==> src/rtl/inst_sequencer_if.sv <==
`default_nettype none
// ============================================================================
// Module   : inst_sequencer_if
// Brief    : Instruction-memory read port and control-unit step port.
// Revision : 1.0
// ============================================================================
interface inst_sequencer_if #(
    parameter int INST_W = 9,
    parameter int ADDR_W = 8
);
    logic [ADDR_W-1:0] imem_addr;
    logic              imem_rd;
    logic [INST_W-1:0] imem_data;
    logic [INST_W-1:0] ctrlu_inst;
    logic [1:0]        ctrlu_step;
    logic              ctrlu_instDone;

    modport master (
        output imem_addr, imem_rd, ctrlu_inst, ctrlu_step,
        input  imem_data, ctrlu_instDone
    );

    modport slave (
        input  imem_addr, imem_rd, ctrlu_inst, ctrlu_step,
        output imem_data, ctrlu_instDone
    );
endinterface
`default_nettype wire

==> src/rtl/inst_sequencer.sv <==
`default_nettype none
// ============================================================================
// Module   : inst_sequencer
// Brief    : Fetches instructions (plus mvi immediate) and steps the control unit.
// Revision : 1.0
// ============================================================================
module inst_sequencer #(
    parameter int INST_W = 9,
    parameter int ADDR_W = 8
) (
    input  wire logic        clk,
    input  wire logic        rst,
    input  wire logic        run,
    inst_sequencer_if.master bus,
    output logic              exec_en,
    output logic [INST_W-1:0] imm_data,
    output logic [ADDR_W-1:0] pc,
    output logic              seq_busy,
    output logic              seq_err
);
    localparam logic [2:0] c_IDLE  = 3'd0;
    localparam logic [2:0] c_FETCH = 3'd1;
    localparam logic [2:0] c_LATCH = 3'd2;
    localparam logic [2:0] c_IMM   = 3'd3;
    localparam logic [2:0] c_EXEC  = 3'd4;
    localparam logic [2:0] c_ERR   = 3'd5;

    localparam logic [2:0] c_OP_MVI = 3'b001;

    logic [2:0]        r_state;
    logic [2:0]        w_next_state;
    logic [ADDR_W-1:0] r_pc;
    logic [INST_W-1:0] r_ir;
    logic [1:0]        r_step;
    logic [INST_W-1:0] r_imm;

    logic              w_fetch_mvi;
    logic              w_ir_mvi;
    logic [ADDR_W-1:0] w_pc_plus1;
    logic [ADDR_W-1:0] w_pc_adv;

    // Opcode seen on the data bus in LATCH decides whether the immediate is read.
    assign w_fetch_mvi = (bus.imem_data[INST_W-1 -: 3] == c_OP_MVI);
    assign w_ir_mvi    = (r_ir[INST_W-1 -: 3] == c_OP_MVI);
    assign w_pc_plus1  = r_pc + ADDR_W'(1);
    assign w_pc_adv    = r_pc + (w_ir_mvi ? ADDR_W'(2) : ADDR_W'(1));

    always_ff @(posedge clk) begin
        if (rst) begin
            r_state <= c_IDLE;
        end else begin
            r_state <= w_next_state;
        end
    end

    always_comb begin
        w_next_state = r_state;
        case (r_state)
            c_IDLE:  if (run) w_next_state = c_FETCH;
            c_FETCH: w_next_state = c_LATCH;
            c_LATCH: w_next_state = w_fetch_mvi ? c_IMM : c_EXEC;
            c_IMM:   w_next_state = c_EXEC;
            c_EXEC: begin
                if (bus.ctrlu_instDone) begin
                    w_next_state = run ? c_FETCH : c_IDLE;
                end else if (r_step == 2'd3) begin
                    w_next_state = c_ERR;
                end
            end
            c_ERR:   w_next_state = c_ERR;
            default: w_next_state = c_IDLE;
        endcase
    end

    always_ff @(posedge clk) begin
        if (rst) begin
            r_pc   <= '0;
            r_ir   <= '0;
            r_step <= '0;
            r_imm  <= '0;
        end else begin
            case (r_state)
                c_LATCH: r_ir  <= bus.imem_data;
                c_IMM:   r_imm <= bus.imem_data;
                c_EXEC: begin
                    if (bus.ctrlu_instDone) begin
                        r_step <= '0;
                        r_pc   <= w_pc_adv;
                    end else if (r_step != 2'd3) begin
                        r_step <= r_step + 2'd1;
                    end
                end
                default: ;
            endcase
        end
    end

    always_comb begin
        bus.imem_rd   = 1'b0;
        bus.imem_addr = '0;
        exec_en       = 1'b0;
        seq_err       = 1'b0;
        seq_busy      = (r_state != c_IDLE) && (r_state != c_ERR);
        case (r_state)
            c_FETCH: begin
                bus.imem_rd   = 1'b1;
                bus.imem_addr = r_pc;
            end
            c_LATCH: begin
                if (w_fetch_mvi) begin
                    bus.imem_rd   = 1'b1;
                    bus.imem_addr = w_pc_plus1;
                end
            end
            c_EXEC:  exec_en = 1'b1;
            c_ERR:   seq_err = 1'b1;
            default: ;
        endcase
    end

    assign bus.ctrlu_inst = r_ir;
    assign bus.ctrlu_step = r_step;
    assign imm_data       = r_imm;
    assign pc             = r_pc;
endmodule
`default_nettype wire
==> src/flat_wrapper.sv <==
// flat-port wrapper written by rule: the top's interface ports become plain ports
module inst_sequencer_flat 
#(
    parameter int INST_W = 9,
    parameter int ADDR_W = 8
)
  (clk, rst, run, exec_en, imm_data, pc, seq_busy, seq_err, bus_imem_addr, bus_imem_rd, bus_ctrlu_inst, bus_ctrlu_step, bus_imem_data, bus_ctrlu_instDone);
  inst_sequencer_if #(.INST_W(INST_W), .ADDR_W(ADDR_W)) bus_i ();
  input  wire logic clk;
  input  wire logic rst;
  input  wire logic run;
  output logic exec_en;
  output logic [INST_W-1:0] imm_data;
  output logic [ADDR_W-1:0] pc;
  output logic seq_busy;
  output logic seq_err;
  output wire logic [$bits(bus_i.imem_addr)-1:0] bus_imem_addr;
  output wire logic [$bits(bus_i.imem_rd)-1:0] bus_imem_rd;
  output wire logic [$bits(bus_i.ctrlu_inst)-1:0] bus_ctrlu_inst;
  output wire logic [$bits(bus_i.ctrlu_step)-1:0] bus_ctrlu_step;
  input wire logic [$bits(bus_i.imem_data)-1:0] bus_imem_data;
  input wire logic [$bits(bus_i.ctrlu_instDone)-1:0] bus_ctrlu_instDone;
  assign bus_imem_addr = bus_i.imem_addr;
  assign bus_imem_rd = bus_i.imem_rd;
  assign bus_ctrlu_inst = bus_i.ctrlu_inst;
  assign bus_ctrlu_step = bus_i.ctrlu_step;
  assign bus_i.imem_data = bus_imem_data;
  assign bus_i.ctrlu_instDone = bus_ctrlu_instDone;
  inst_sequencer #(.INST_W(INST_W), .ADDR_W(ADDR_W)) u_core (.clk(clk), .rst(rst), .run(run), .bus(bus_i), .exec_en(exec_en), .imm_data(imm_data), .pc(pc), .seq_busy(seq_busy), .seq_err(seq_err));
endmodule
==> config.mk <==
export PLATFORM = sky130hd
export DESIGN_NAME = inst_sequencer_flat
export DESIGN_NICKNAME = d
export VERILOG_FILES = /design/src/rtl/inst_sequencer_if.sv /design/src/rtl/inst_sequencer.sv /design/src/flat_wrapper.sv
export SDC_FILE = /design/constraint.sdc
export NUM_CORES = 1
export LEC_CHECK = 0
export CAP_MARGIN = 20
export CORE_UTILIZATION = 24
export CTS_CLUSTER_DIAMETER = 100
export DETAILED_ROUTE_END_ITERATION = 8
export SYNTH_ARGS = -nofsm -noshare
export SYNTH_HDL_FRONTEND = slang
export SYNTH_SLANG_ARGS = --single-unit
==> constraint.sdc <==
create_clock -name clk -period 2.4 [get_ports clk]
set_input_delay 0.36 -clock clk [delete_from_list [all_inputs] [get_ports clk]]
set_output_delay 0.36 -clock clk [all_outputs]
set_load 0.05 [all_outputs]
==> impl_results.md <==
* Pwr Density at 531.0 nW/um^2
* DR vias/cell at 5.050
* Port-buffer cells at 52
* Yosys reg bits at 31
* Worst Hold Path Cells at 2
* CTS max path bufs at 2
* Congestion Overflow GR at 0
* Cell accounting for the most synthesized area: dfxtp_1
* Most frequent cell after synthesis: dfxtp_1
* Area grow syn2layout at 56.40%
* Die Height at 84.48 microns
* Yosys top cell area share at 38.01%
* Nets@finish at 262
* Ys async rst share at 0%
* CP arrival at 2.00 ns
* Sw power at 0.4608 mW
* Synth unique cells at 43
* Final core utilization at 39.54%
* Top FF cell, synth: dfxtp_1
* CTS tree: done
* Reg power frac at 42.2%
* Pleak at 0.9833 nW
* Initial DRC count at 79
* F_max at 423.6 MHz
* CP max FO at 13
* Starting Density at 25.28%
* Largest net degree at the start of global routing at 20
* Gate Count Post-Synth at 185
* CTS Sinks at 31
* Hold Path Class: flip-flop to flip-flop
* EDFF count, synth at 0
* Worst vdd ir at 0.3115 mV
* Dpl cell area at 2389 sq um
* Avg Cell Area, Syn at 8.826 sq um
* Clock share of power at 30.5%
* Status: complete, but fails checks
* Antenna violations before repair at 0
* Critical path type: flip-flop to output port
* Seq/Total Area, Yosys at 38.01%
* Largest cells by area after synthesis: dfxtp_1 38%, mux2i_1 13%, nor2_1 5.5%, a21oi_1 3.4%, ha_1 3.1%
* Row Count at 29
* Routability Congestion at 0.7487
* Design Area, Final at 2554 sq um
* Flop-to-flop setup slack at 0.48 ns
* Crit path capture type: output port
* RSZ-0062 raised after global routing: false
* Worst flop-to-flop path startpoint: u_core.bus.ctrlu_inst[8]
* Switching part of the total at 33.99%
* Final antenna-violating net count at 0
* CTS H-Tree Depth at 2
* Final setup viols at 0
* Critical Path RT at 2.04 ns
* Total CTS buffers at 5
* Drt drc at 8
* DR vias at 1,626
* Post-synth top cells: 31 x dfxtp_1, 24 x nor2_1, 21 x mux2i_1
* Mapped Area at 1633 sq um
* Hold Path Origin: u_core.imm_data[6]
* CP Launch Type: flip-flop
* Fill cell count at 665
* I/O pin count at 53
* Max-cap violations at 0
* Pint at 0.8952 mW
* Core area at 6459 sq um
* Period minus WS final at 2.361 ns
* WL final at 4473 microns
* Hold endpoint: u_core.imm_data[6]
* Post-Syn Nets at 203
* Rel. slew slack at 55.34%
* Yosys warns at 0
* Cts hold-fix bufs at 0
* Reg2reg end: u_core.pc[3]
* Clock Latency Late Sink at 0.29 ns
* Full die area at 7137 sq um
* Comb power frac at 27.3%
* WL/cell at 13.89 microns
* Gr usage total at 12.57%
* Fin crit share at 98.37%
* Clock-pin transition on the worst setup and hold timing paths at 0.07 ns
* Ratio of cells with drive above 1 in the final layout at 18.78%
* Global-route wire length before repair at 7217 microns
* CTS root buffer: clkbuf_8
* Worst-Margin Slew at 0.6678 ns
* HPWL after DPL at 3131 microns
* Max Slew Vio Count at 0
* Final hold violations at 0
* N_diodes at 0
* TritonRoute pass-1 iters at 8
* Die W at 84.48 microns
* Clock skew at 0.006591 ns
* Failing checks: DRC
* Vias in the first global route at 1,452
* Worst Reg-to-Reg Cells at 7
## registers in the layout (all words and copies together) (netlist names)
signal	count
u_core.pc	8
u_core.bus.ctrlu_inst	9
u_core.bus.ctrlu_step	2
u_core.imm_data	9
u_core.r_state	3
## cell usage in the layout, fill, tap and decap left out, types with 2 or more instances in the layout
master           netlist  routed
and4_1                 2       2
inv_1                  7       7
dfxtp_4                0       2
o211ai_1               2       2
clkdlybuf4s50_1        0      40
nand4_1                2       2
nand2_1                7       7
and3_1                 2       2
dfxtp_1               31      27
o31ai_1                4       4
dfxtp_2                0       2
buf_4                  0      14
ha_1                   4       4
nand3b_1               2       2
clkbuf_8               0       5
a31oi_1                7       5
clkinvlp_4             0       2
a41oi_1                2       2
a21oi_1               11      11
o21ai_0                2       2
o21ai_1                4       4
nor2_1                24      24
nor2b_1                2       2
nor3b_2                0       2
or4_1                  6       5
buf_12                 0      11
or3b_2                 2       2
a31oi_2                0       2
mux2i_1               21      21
nand3_1                5       4
or4b_1                 2       2
## power by group through the flow
| stage | Combinational (mW) | Clock (mW) | Sequential (mW) |
|---|---|---|---|
| after floorplan | 0.185 | 0 | 0.618 |
| after global placement | 0.355 | 0 | 0.582 |
| after detailed placement | 0.357 | 0 | 0.581 |
| after CTS | 0.365 | 0.428 | 0.572 |
| after global routing | 0.393 | 0.449 | 0.576 |
| final | 0.370 | 0.414 | 0.573 |
## cell type report
type / count / area (sq um) / share of cell area (%)
Timing Repair Buffer: 66 / 734.5 / 28.76
Tap cell: 77 / 96.34 / 3.773
Sequential cell: 31 / 630.6 / 24.69
Clock buffer: 5 / 68.82 / 2.695
Multi-Input combinational cell: 133 / 977.2 / 38.27
Inverter: 7 / 26.28 / 1.029
Clock inverter: 3 / 20.02 / 0.7839
## metrics by stage
step                instances  setup TNS, ns  power, mW  setup WS [ns]  hold slack (ns)
detailed placement        311        -0.2167     0.9386        -0.1329           0.4816
finish                    322              0      1.356        0.03922           0.4960
CTS                       321              0      1.365        0.01825           0.5065
global route              322              0      1.418      0.0008027           0.5318
global placement          311        -0.1912     0.9372        -0.1239           0.4756
floorplan                 185              0     0.8034        0.02782           0.5039
## worst max path at each step
stage / start / end / slack, ns
after floorplan: u_core.pc[2] / bus_imem_addr[3] / 0.03
after global placement: bus_imem_data[7] / bus_imem_addr[5] / -0.12
after detailed placement: bus_imem_data[7] / bus_imem_addr[5] / -0.13
after CTS: bus_imem_data[6] / bus_imem_addr[7] / 0.02
after global routing: u_core.r_state[2] / bus_imem_addr[5] / 0.0008
final: u_core.r_state[2] / bus_imem_addr[5] / 0.04
## worst max-delay path: stages (launching register included)
cell and delay [ns]:
dfxtp_2 0.39, or4b_1 0.52, or4_4 0.56, nand3_4 0.10, buf_12 0.14
## layer usage
metal	up-vias	wire length, microns	GRT usage, %
met1	784	2055	16.02
met4	0	47	3.698
met3	5	291	4.228
li1	799	-	-
met5	-	0	0
met2	38	2079	20.18
## cell families (layout without fill, tap and decap cells)
logic type	Yosys count	in the layout	share of synthesized area, %
buf+inv	21	81	5.671
flops	31	31	38.01
fa+ha+maj	5	5	4.291
compound gates	39	39	15.48
xor+xnor	1	1	0.5365
mux	22	22	13.56
simple gates	66	66	22.45
## repair_timing
action                                  4_1_cts  5_1_grt
resized for setup                             8        4
pin swaps                                     1        0
setup buffers                                 2        1
endpoints found under the setup margin        2        6
Power figures use the tool's default switching activity.
